File: src/rtl/regfile_write_sequencer.sv
// Serialises up to two write-back register writes per cycle onto the single
// register-file write port, in program order, with a bypass lookup for decode.
module regfile_write_sequencer #(
    parameter int DATA_W = 32,
    parameter int REG_W  = 4,
    parameter int DEPTH  = 4
) (
    input  logic              clock,
    input  logic              reset_n,
    input  logic              in1_valid,
    input  logic [REG_W-1:0]  in1_reg,
    input  logic [DATA_W-1:0] in1_value,
    input  logic              in2_valid,
    input  logic [REG_W-1:0]  in2_reg,
    input  logic [DATA_W-1:0] in2_value,
    output logic              in_ready,
    input  logic              rf_ready,
    output logic              rf_we,
    output logic [REG_W-1:0]  rf_reg,
    output logic [DATA_W-1:0] rf_value,
    input  logic [REG_W-1:0]  q_reg,
    output logic              q_hit,
    output logic [DATA_W-1:0] q_value,
    output logic              idle,
    output logic              err_overflow
);

    localparam int PTR_W = (DEPTH > 1) ? $clog2(DEPTH) : 1;
    localparam int CNT_W = $clog2(DEPTH + 1);
    localparam logic [REG_W-1:0] NULL_REG = {REG_W{1'b1}};

    logic [REG_W-1:0]  entry_reg   [DEPTH];
    logic [DATA_W-1:0] entry_value [DEPTH];

    logic [PTR_W-1:0] rd_ptr;
    logic [PTR_W-1:0] wr_ptr;
    logic [CNT_W-1:0] count;

    logic             eff1;
    logic             eff2;
    logic             push1;
    logic             push2;
    logic             pop;
    logic [1:0]       push_cnt;
    logic [PTR_W-1:0] slot2;
    logic [CNT_W-1:0] count_next;

    function automatic logic [PTR_W-1:0] ptr_add(input logic [PTR_W-1:0] ptr,
                                                input logic [1:0]       inc);
        ptr_add = ptr + PTR_W'(inc);
    endfunction

    // Request qualification: the null id never occupies an entry
    always_comb begin
        eff1     = in1_valid && (in1_reg != NULL_REG);
        eff2     = in2_valid && (in2_reg != NULL_REG);
        in_ready = (count <= CNT_W'(DEPTH - 2));
        push1    = eff1 && in_ready;
        push2    = eff2 && in_ready;
        push_cnt = {1'b0, push1} + {1'b0, push2};
        slot2    = push1 ? ptr_add(wr_ptr, 2'd1) : wr_ptr;
        rf_we    = (count != '0);
        pop      = rf_we && rf_ready;
        idle     = (count == '0);
        count_next = count + CNT_W'(push_cnt) - CNT_W'(pop);
    end

    // Control state; entry storage below is deliberately left unreset
    always_ff @(posedge clock or negedge reset_n) begin
        if (!reset_n) begin
            rd_ptr       <= '0;
            wr_ptr       <= '0;
            count        <= '0;
            err_overflow <= 1'b0;
        end else begin
            wr_ptr <= ptr_add(wr_ptr, push_cnt);
            if (pop) begin
                rd_ptr <= ptr_add(rd_ptr, 2'd1);
            end
            count <= count_next;
            if (!in_ready && (eff1 || eff2)) begin
                err_overflow <= 1'b1;
            end
        end
    end

    always_ff @(posedge clock) begin
        if (push1) begin
            entry_reg[wr_ptr]   <= in1_reg;
            entry_value[wr_ptr] <= in1_value;
        end
        if (push2) begin
            entry_reg[slot2]   <= in2_reg;
            entry_value[slot2] <= in2_value;
        end
    end

    always_comb begin
        rf_reg   = entry_reg[rd_ptr];
        rf_value = entry_value[rd_ptr];
    end

    // Walk oldest to youngest so the last match wins, i.e. the youngest entry
    always_comb begin
        q_hit   = 1'b0;
        q_value = '0;
        for (int i = 0; i < DEPTH; i++) begin
            if ((CNT_W'(i) < count) && (q_reg != NULL_REG) &&
                (entry_reg[rd_ptr + PTR_W'(i)] == q_reg)) begin
                q_hit   = 1'b1;
                q_value = entry_value[rd_ptr + PTR_W'(i)];
            end
        end
    end

endmodule

File: config.mk
export PLATFORM = sky130hd
export DESIGN_NAME = regfile_write_sequencer
export DESIGN_NICKNAME = d
export VERILOG_FILES = /design/src/rtl/regfile_write_sequencer.sv
export SDC_FILE = /design/constraint.sdc
export NUM_CORES = 1
export LEC_CHECK = 0
export BUFFER_PORTS_ARGS = -buffer_cell sky130_fd_sc_hd__buf_2
export CAP_MARGIN = 15
export CELL_PAD_IN_SITES_DETAIL_PLACEMENT = 1
export CELL_PAD_IN_SITES_GLOBAL_PLACEMENT = 1
export CORE_ASPECT_RATIO = 1.25
export CORE_MARGIN = 4
export CORE_UTILIZATION = 52
export CTS_CLUSTER_SIZE = 28
export DETAILED_ROUTE_END_ITERATION = 10
export GPL_TIMING_DRIVEN = 0
export PLACE_DENSITY_LB_ADDON = 0.1
export SLEW_MARGIN = 20
export SYNTH_ARGS = -nofsm -noshare
export SYNTH_HDL_FRONTEND = slang
export SYNTH_SLANG_ARGS = --single-unit
File: constraint.sdc
create_clock -name clock -period 6.4 [get_ports clock]
set_input_delay 0.64 -clock clock [delete_from_list [all_inputs] [get_ports clock]]
set_output_delay 0.64 -clock clock [all_outputs]
set_load 0.02 [all_outputs]
-- Word level (Yosys, flattened, before mapping)
Memory sizes are Yosys's and may differ from the RTL's.
Cells that the tools add are included.
- RAM bits: 144
- bits in registers: 8
- output and inout port bits: 73
- input bits: 81
- bits in latches: 0
- ROM bits: 0
- logic and storage cells: 57
- memories kept: 2
- bitwise gates (word level): 0
- add/sub/neg operators: 8
- reduce and logical (&&, ||, !) cells: 18
- eq/ne operators: 7
- multiply operators: 0
- shift operators: 0
- multiplexer cells: 13
- divide/modulo/power cells: 0
- $lt $le $gt $ge: 5
- memories (memory ; depth ; bits a word ; rd ports ; clocked after Yosys merged registers in ; wr ports ; line ; RTL):
    entry_value ; 4 ; 32 ; 4 ; 0 ; 2 ; 33 ; logic [DATA_W-1:0] entry_value [DEPTH];
    entry_reg ; 4 ; 4 ; 4 ; 0 ; 2 ; 32 ; logic [REG_W-1:0] entry_reg [DEPTH];
- operators by type and width (operator ; count):
    $mux W32 ; 4
    $eq A4 B4 Y1 ; 4
    $logic_and A1 B1 Y1 ; 14
    $ne A4 B4 Y1 const B ; 3
    $mux W1 ; 8
    $lt A1 B3 Y1 const A ; 2
    $lt A2 B3 Y1 const A ; 2
    $add A2 B1 Y2 const B ; 2
    $add A2 B2 Y2 const B ; 2
    $add A3 B2 Y3 ; 1
    $le A3 B2 Y1 const B ; 1
    $logic_not A3 Y1 ; 1
    $reduce_bool A3 Y1 ; 1
    $sub A3 B1 Y3 ; 1
    $add A1 B1 Y2 ; 1
    $add A2 B2 Y2 ; 1
    $mux W2 ; 1
    $logic_not A1 Y1 ; 1
    $logic_or A1 B1 Y1 ; 1

-- Longest topological paths before layout
Gate-level depths: netlist of the first run.
- depth after elaboration: 7
- mapped depth: 11
- gate-level depth less buffers: 11

-- Least setup slack after synthesis of the first run
Ideal clock, no wire load.
- path type: reg2reg
- from: register count[2]
- to: memory entry_reg[3][0] (enable)
- cell stages (with the launch flop): 8
- required time: 6008 ps
- setup time: 392 ps
- setup slack: 2949 ps
- data arrival time: 3059 ps
- path buffers: 2
- clock period less this slack: 3451 ps
- cells stage by stage: dfrtp_1 -> a21oi_1 -> and3_1 -> buf_2 -> nand3_1 -> a21oi_1 -> buf_2 -> a21o_1
- RTL lines (what ; line ; RTL):
    start, declared ; 37 ; logic [CNT_W-1:0] count;
    start signal, assigned ; 80 ; count <= count_next;
    end, declared ; 32 ;

-- Worst setup path in the final report of the first run
- from: register rd_ptr[1]
- to: output port q_value[1]
- longest elaborated chain between the ends: 7
- elaborated cells on any way between the ends: 17
- classes of those cells: add/sub (3); eq/ne (4); mux (4); reduce/logical (4); memory (2)
- ends and longest elaborated chain (what ; line ; RTL):
    start, declared ; 35 ; logic [PTR_W-1:0] rd_ptr;
    start signal, assigned ; 78 ; rd_ptr <= ptr_add(rd_ptr, 2'd1);
    $add A2 B1 Y2 or $mem_v2 Z4 W4 (tied branches) ; n/a ;
    $mem_v2 Z4 W4 or $eq A4 B4 Y1 (tied branches) ; n/a ;
    $eq A4 B4 Y1 or $logic_and A1 B1 Y1 (tied branches) ; 109, 108 ;
    $logic_and A1 B1 Y1 or $mux W32 (tied branches) ; 108 ; if ((CNT_W'(i) < count) && (q_reg != NULL_REG) &&
    $mux W32 (2 in series) ; 108 ;
    $mux W32 * ; 108 ;
    end, declared ; 23 ; output logic [DATA_W-1:0] q_value,
Every way passes the cells marked *; elsewhere a longest branch is shown, timed or not.

==> flow_summary_export.csv, run 1 <==
group,metric,value,unit
outcome,status,"finished, final reports clean",
cells_and_area,area_growth,15.8,%
yosys,synth_nets,955,
route,firstDrtPassIters,5,
setup_path,cp_max_fo,10,
cts,ctsHoldBuffers,0,
setup_path,cp_cell_sequence,"buf_2, buf_2, mux4_2, xor2_1, nor4_1, or2_0, clkbuf_1, clkbuf_1, o221ai_1, buf_2",
yosys,synth.ff_latch_count,152,
yosys,netlist_area,0.0110,mm²
setup_path,worst_ep_arrival_time,4170,ps
setup_path,crit_slowest_cell,"clkbuf_1",
cts,clk_latency,430,ps
timing,fin_skew,9.76,ps
floorplan,die_w,138,µm
route,drtAntennaViolNets,0,
yosys,ys_seq_area_share,41.1,%
timing,period_minus_slack,4810,ps
global_route,overflow,0,
route,drc_errors,0,
yosys,yosysTopAreaCell,"edfxtp_1",
cells_and_area,fill_cells,2180,
floorplan,design.die.area,0.0236,mm²
cts,cts_sinks,152,
global_route,gr-usage-all-layers,31.9,%
floorplan,core_area,0.0208,mm²
global_route,grt_max_degree,37,
cts,cts_setup_buffers,0,
route,vias,9059,
cells_and_area,multi_input_area,0.00609,mm²
setup_path,worstSetupStartpoint,"rd_ptr[1]",
global_route,grt_pass1_wl,57800,µm
route,drtIter0Drc,888,
cts,cts_buffers,17,
floorplan,start_util,52.9,%
setup_path,reg2reg_from,"count[2]",
global_route,met3_usage,5.81,%
timing,tns,0,ps
cells_and_area,largest_reg_flops,128,
place,portBuffers,149,
cells_and_area,antenna_cells,0,
yosys,yosysUniqueCellTypes,40,
cts,clk_pin_slew,70,ps
route,drt_wl_total,37900,µm
timing,hold_ws,35.1,ps
yosys,synth_top_area_share,39.3,%
timing,rsz0062_at_grt,"false",
power_and_ir_drop,p_leak,4.51,nW
setup_path,slowest_delay,590,ps
setup_path,reg2reg_depth,7,
cts,root_buffer,"clkbuf_16",
timing,max_freq,208,MHz
global_route,grt_antenna_before_repair,0,
global_route,met1_usage,39.6,%
floorplan,num_io_pins,154,
timing,worst_pin_slew,1090,ps
global_route,grt_pass1_vias,9599,
timing,final_max_slew_viol_count,0,
setup_path,crit_required,5760,ps
timing,relSlewSlack,27.2,%
setup_path,start_kind,"flip-flop",
cts,cts_tree,"done",
yosys,avgSynthCellArea,12.7,µm²
run,drv_cap,0,
setup_path,setup.worst_path.class,"flip-flop to output pin",
place,place_congestion,0.854,
cells_and_area,drive_above_1_share,45.1,%
setup_path,crit_end,"q_value[1]",
hold_path,hold_class,"primary input to asynchronous set/reset pin",
yosys,synthTopCellsByArea,"edfxtp_1, mux2_2, mux4_2",
timing,finalHoldViolations,0,
global_route,grt_util_met2,55.7,%
cells_and_area,register_area,0.00452,mm²
power_and_ir_drop,power_density,516,mW/mm²
power_and_ir_drop,ir_drop,0.320,mV
cts,htreeDepth,4,
floorplan,rows,59,
cts,cts.path.max_buffers,2,
setup_path,cpMostUsedCell,"buf_2",
timing,min_period_over_period,75.2,%
yosys,syn-instance-count,864,
setup_path,end_kind,"output pin",
route,viasPerCell,6.86,
yosys,ys_warn_count,0,
setup_path,r2r_setup_slack,2270,ps
cells_and_area,fin_nets,1125,
place,dp_hpwl,25700,µm
timing,setup_violations,0,
global_route,busiest_layer,"met2",
setup_path,r2r-end,"entry_value[1][20]",
floorplan,die-height,171,µm
route,wl_per_cell,28.7,µm
cts,cts-resized-gates,0,
==> layout make-up <==
| cell class | count | share of cell area [%] |
|---|---|---|
| tap | 274 | 2.69 |
| sequential | 152 | 35.5 |
| inverter | 11 | 0.324 |
| clock buffer | 18 | 3.36 |
| buffer | 85 | 3.03 |
| timing repair buffer | 151 | 6.16 |
| multi-input combinational | 616 | 47.7 |
| clock inverter | 14 | 1.27 |
==> report_power, final <==
group / internal, mW / total [mW] / switching, mW / leakage, nW
clock network: 0.586 / 1.04 / 0.452 / 0.290
registers: 1.41 / 1.60 / 0.188 / 1.40
logic: 1.54 / 3.94 / 2.40 / 2.81
==> logic make-up (layout without fill, tap and decap cells) <==
| group | after synthesis | count (layout) | synth area share, % |
|---|---|---|---|
| flip-flops | 152 | 152 | 41.1 |
| buffers and inverters | 96 | 279 | 3.88 |
| adder cells (fa/ha/maj) | 10 | 10 | 1.20 |
| XOR/XNOR | 20 | 20 | 1.59 |
| multiplexers | 288 | 288 | 37.3 |
| AO/OA/AOI/OAI | 142 | 142 | 8.83 |
| AND/OR/NAND/NOR | 156 | 156 | 6.17 |
==> through the flow <==
| stage | area, µm² | setup slack (ps) | std cells | utilization [%] | total power, mW |
|---|---|---|---|---|---|
| 6_report | 12800 | 1590 | 1321 | 61.3 | 6.58 |
| 5_1_grt | 12800 | 1440 | 1321 | 61.3 | 6.88 |
| 4_1_cts | 12800 | 1620 | 1321 | 61.3 | 6.54 |
| 3_5_place_dp | 12200 | 2140 | 1289 | 58.4 | 5.47 |
| 3_3_place_gp | 12100 | 1320 | 1287 | 58.1 | 5.34 |
| 2_1_floorplan | 11000 | 2950 | 864 | - | 4.23 |
==> worst max-delay path: cells and delay by family (launching register included) <==
family                    cells  cell delay, ps
DFF                           1             370
buffers and inverters         5            1700
and+or+nand+nor               2             600
muxes                         1             570
xor gates and xnor gates      1             160
AOI/OAI and AO/OA             1             340
==> cells in the mapped netlist, drive strengths merged <==
| cell type | n |
|---|---|
| or3b | 1 |
| o31a | 1 |
| dfrtp | 8 |
| mux2 | 176 |
| fa | 1 |
| mux4 | 80 |
| buf | 37 |
| or4 | 1 |
| inv | 11 |
| a31oi | 34 |
| nor4 | 1 |
| nor2 | 36 |
| nand2 | 65 |
| o21bai | 1 |
| nor3 | 34 |
| o211ai | 32 |
| xnor2 | 11 |
| or3 | 2 |
| a21o | 4 |
| a21oi | 35 |
| and4 | 1 |
| ha | 9 |
| xor2 | 9 |
| and2 | 1 |
| nand4 | 4 |
| a22oi | 1 |
| or2 | 3 |
| mux2i | 32 |
| nand3 | 6 |
| and3 | 1 |
| edfxtp | 144 |
| o221ai | 32 |
| clkbuf | 48 |
| o21ai | 2 |
==> cell usage in the layout, fill, tap and decap left out, drive strengths merged, types with 6 or more instances in the layout <==
cell and n:
nand2 65, mux4 80, nor3 34, clkbuf 66, dfrtp 8, inv 18, a21oi 35, mux2i 32
ha 9, buf 188, o211ai 32, edfxtp 144, xor2 9, o221ai 32, mux2 176, nand3 6
xnor2 11, a31oi 34, nor2 36
==> per-layer routing <==
metal | vias up | part of all wire (%)
met3 | 111 | 7.0
met5 | - | 0
li1 | 3819 | -
met4 | 0 | 3.6
met1 | 4632 | 38
met2 | 497 | 51
==> worst min-delay path by stage <==
stage               slack [ps]           end  cells past startpoint
detailed placement         460  err_overflow                      1
global route                30  err_overflow                      1
CTS                         30  err_overflow                      1
global placement           470  err_overflow                      1
finish                      40     wr_ptr[0]                      1
floorplan                  340      count[0]                      0
(Power assumes the default switching activity.)
==> inputs of run 2 (changes only) <==
--- a/config.mk
+++ b/config.mk
@@ -5,13 +5,14 @@
 export SDC_FILE = /design/constraint.sdc
 export NUM_CORES = 1
 export LEC_CHECK = 0
+export ABC_AREA = 1
 export BUFFER_PORTS_ARGS = -buffer_cell sky130_fd_sc_hd__buf_2
 export CAP_MARGIN = 15
 export CELL_PAD_IN_SITES_DETAIL_PLACEMENT = 1
 export CELL_PAD_IN_SITES_GLOBAL_PLACEMENT = 1
 export CORE_ASPECT_RATIO = 1.25
 export CORE_MARGIN = 4
-export CORE_UTILIZATION = 52
+export CORE_UTILIZATION = 42
 export CTS_CLUSTER_SIZE = 28
 export DETAILED_ROUTE_END_ITERATION = 10
 export GPL_TIMING_DRIVEN = 0
==> constraint.sdc (replaced) <==
create_clock -name clock -period 4.5 [get_ports clock]
set_input_delay 0.45 -clock clock [delete_from_list [all_inputs] [get_ports clock]]
set_output_delay 0.45 -clock clock [all_outputs]
set_load 0.02 [all_outputs]
==> flow_summary_export.csv, run 2 <==
group,metric,value,unit
cts,cts_buffers,17,
power_and_ir_drop,internal_power,4.83,mW
yosys,synth-simple-area-share,29.5,%
timing,worst_pin_slew,1030,ps
floorplan,design.die.area,0.0305,mm²
timing,fin_skew,13.4,ps
route,firstDrtPassIters,5,
yosys,syn-instance-count,1819,
cts,ctsHoldBuffers,1,
yosys,synth_common_cells,"nand2_1, o21ai_0, inv_1, nor2_1, edfxtp_1",
cells_and_area,final_util,50.0,%
setup_path,crit_family,"buffers and inverters",
timing,final_max_slew_viol_count,0,
setup_path,cpMostUsedCell,"buf_2",
cells_and_area,most-common-layout-cells,"nand2_1, o21ai_0, inv_1, buf_2, nor2_1",
setup_path,cp_max_fo,10,
route,drt_wl_total,49700,µm
cts,cts_setup_buffers,0,
cts,clk_latency,460,ps
route,viasPerCell,5.56,
setup_path,setup.worst_path.class,"flip-flop to output pin",
floorplan,die-height,194,µm
cts,clk_pin_slew,70,ps
cts,cts_tree,"done",
cts,cts-resized-gates,0,
global_route,grt_antenna_before_repair,0,
route,drc_errors,0,
setup_path,cp.depth,12,
cells_and_area,area_growth,16.1,%
route,drtAntennaViolNets,0,
place,portBuffers,153,
yosys,synthMuxAreaShare,0,%
setup_path,crit_slowest_cell,"clkbuf_1",
outcome,status,"finished, final reports clean",
timing,setup_violations,0,
yosys,synth.most_common_cell,"nand2_1",
yosys,synthAdderAreaFrac,1.14,%
timing,finalHoldViolations,0,
power_and_ir_drop,p_leak,6.73,nW
yosys,netlist_area,0.0117,mm²
cts,cts.path.max_buffers,2,
cells_and_area,largest_reg_flops,128,
timing,max_freq,269,MHz
cells_and_area,fill_cells,3728,
place,dp_hpwl,36300,µm
power_and_ir_drop,p_comb_share,65.7,%
setup_path,slowest_delay,550,ps
floorplan,die_w,157,µm
setup_path,reg2reg_depth,10,
hold_path,hold_class,"primary input to flip-flop",
yosys,synth_top_family_by_area,"simple AND/OR/NAND/NOR gates",
floorplan,start_util,43.1,%
global_route,grt_pass1_vias,13700,
cells_and_area,drive_above_1_share,12.4,%
cells_and_area,register_area,0.00452,mm²
timing,period_minus_slack,3710,ps
setup_path,critPathBufInv,6,
yosys,synthTopCellsByArea,"edfxtp_1, nand2_1, o21ai_0",
setup_path,end_kind,"output pin",
power_and_ir_drop,power_density,797,mW/mm²
route,vias,13100,
global_route,grt_max_degree,37,
power_and_ir_drop,p_clk_share,13.8,%
floorplan,num_io_pins,154,
setup_path,worst_ep_arrival_time,3260,ps
yosys,ys_warn_count,0,
setup_path,crit_required,4050,ps
cells_and_area,fin_nets,2086,
power_and_ir_drop,p_seq_share,20.5,%
run,drv_cap,0,
yosys,synth_xor_area_share,0.601,%
global_route,gr-usage-all-layers,32.4,%
hold_path,min_path_cells,3,
yosys,avgSynthCellArea,6.41,µm²
yosys,synth_top_area_share,37.1,%
power_and_ir_drop,ir_drop,0.461,mV
power_and_ir_drop,power.total,10.8,mW
floorplan,core_area,0.0271,mm²
cts,root_buffer,"clkbuf_16",
global_route,grt_pass1_wl,75500,µm
route,wl_per_cell,21.1,µm
cts,htreeDepth,4,
cts,cts_sinks,152,
cells_and_area,final_common_cell,"nand2_1",
place,place_congestion,0.906,
floorplan,rows,67,
setup_path,cp_cell_sequence,"inv_2, buf_2, buf_2, buf_2, clkbuf_1, nand2_1, o21ai_0, nor2_1, nor2_1, nand2_1, nand2_1, buf_2",
yosys,synth_flop_cell,"edfxtp_1",
global_route,overflow,0,
power_and_ir_drop,p_sw,5.96,mW
yosys,ys_seq_area_share,38.8,%
setup_path,r2r_setup_slack,890,ps
yosys,synth-compound-area-share,17.9,%
cells_and_area,antenna_cells,0,
yosys,ys_async_sr_fraction,5.26,%
timing,relSlewSlack,31.3,%
yosys,synth_edf_count,144,
power_and_ir_drop,p_sw_share,55.2,%
yosys,synth.ff_latch_count,152,
timing,rsz0062_at_grt,"false",
yosys,yosysTopAreaCell,"edfxtp_1",
setup_path,start_kind,"flip-flop",
timing,min_period_over_period,82.5,%
yosys,synth_nets,1910,
yosys,yosysUniqueCellTypes,33,
cells_and_area,multi_input_area,0.00574,mm²
route,drtIter0Drc,869,
-- run 2: cell count changes after synthesis, sizes merged, moves of 33 or more --
cell / delta
mux2: -176
mux4: -80
nand2: +603
inv: +219
nand3: +33
a31oi: -34
o21ai: +404
nor2: +137
-- run 2: per-layer routing --
metal  up-vias  share of wire [%]  GRT usage, %
met4         0                5.1          17.1
met5         -                  0             0
met3       176                7.0          5.18
met1      6208                 38          38.0
li1       6118                  -             -
met2       570                 50          56.3
-- run 2: kinds of logic (layout without fill, tap and decap cells) --
group / Yosys count / in the layout
and+or+nand+nor: 889 / 889
DFF: 152 / 152
xor gates and xnor gates: 8 / 8
adders and majority gates: 10 / 10
buffers and inverters: 346 / 535
AOI/OAI and AO/OA: 414 / 414
-- run 2: worst min-delay path, stage by stage --
cell and delay, ps:
buf_2 90, a21oi_1 50, o21bai_1 110
-- run 2: final timing paths --
path                         startpoint                 end
min reg2reg                err_overflow        err_overflow
min in group asynchronous       reset_n            count[2]
max                           rd_ptr[1]         q_value[21]
max reg2reg                    count[0]  entry_value[1][10]
max in group asynchronous       reset_n        err_overflow
min                           in2_valid        err_overflow
-- run 2: per-stage QoR --
| stage | instances | hold WS [ps] | worst slack [ps] | setup TNS (ps) | cell area (µm²) |
|---|---|---|---|---|---|
| 6_report | 2353 | 281 | 786 | 0 | 13500 |
| 5_1_grt | 2353 | 327 | 614 | 0 | 13500 |
| 4_1_cts | 2353 | 284 | 841 | 0 | 13500 |
| 3_5_place_dp | 2320 | 316 | 864 | 0 | 12900 |
| 3_3_place_gp | 2317 | 308 | -46.7 | -2420 | 12900 |
| 2_1_floorplan | 1819 | 154 | 1520 | 0 | 11700 |
-- run 2: power groups by stage --
stage | clock (mW) | sequential (mW) | combinational (mW)
finish | 1.49 | 2.21 | 7.09
global route | 1.54 | 2.24 | 7.80
CTS | 1.49 | 2.20 | 7.02
detailed placement | 0 | 2.23 | 6.97
global placement | 0 | 2.23 | 6.70
floorplan | 0 | 2.19 | 4.43
-- run 2: layout make-up --
cell class | count | area share [%]
plain buffers | 116 | 4.10
clock inverters | 12 | 1.12
repair buffers | 157 | 6.17
well taps | 345 | 3.19
clock buffers | 20 | 3.30
inverters | 230 | 6.37
flip-flops and latches | 152 | 33.4
multi-input cells | 1321 | 42.4
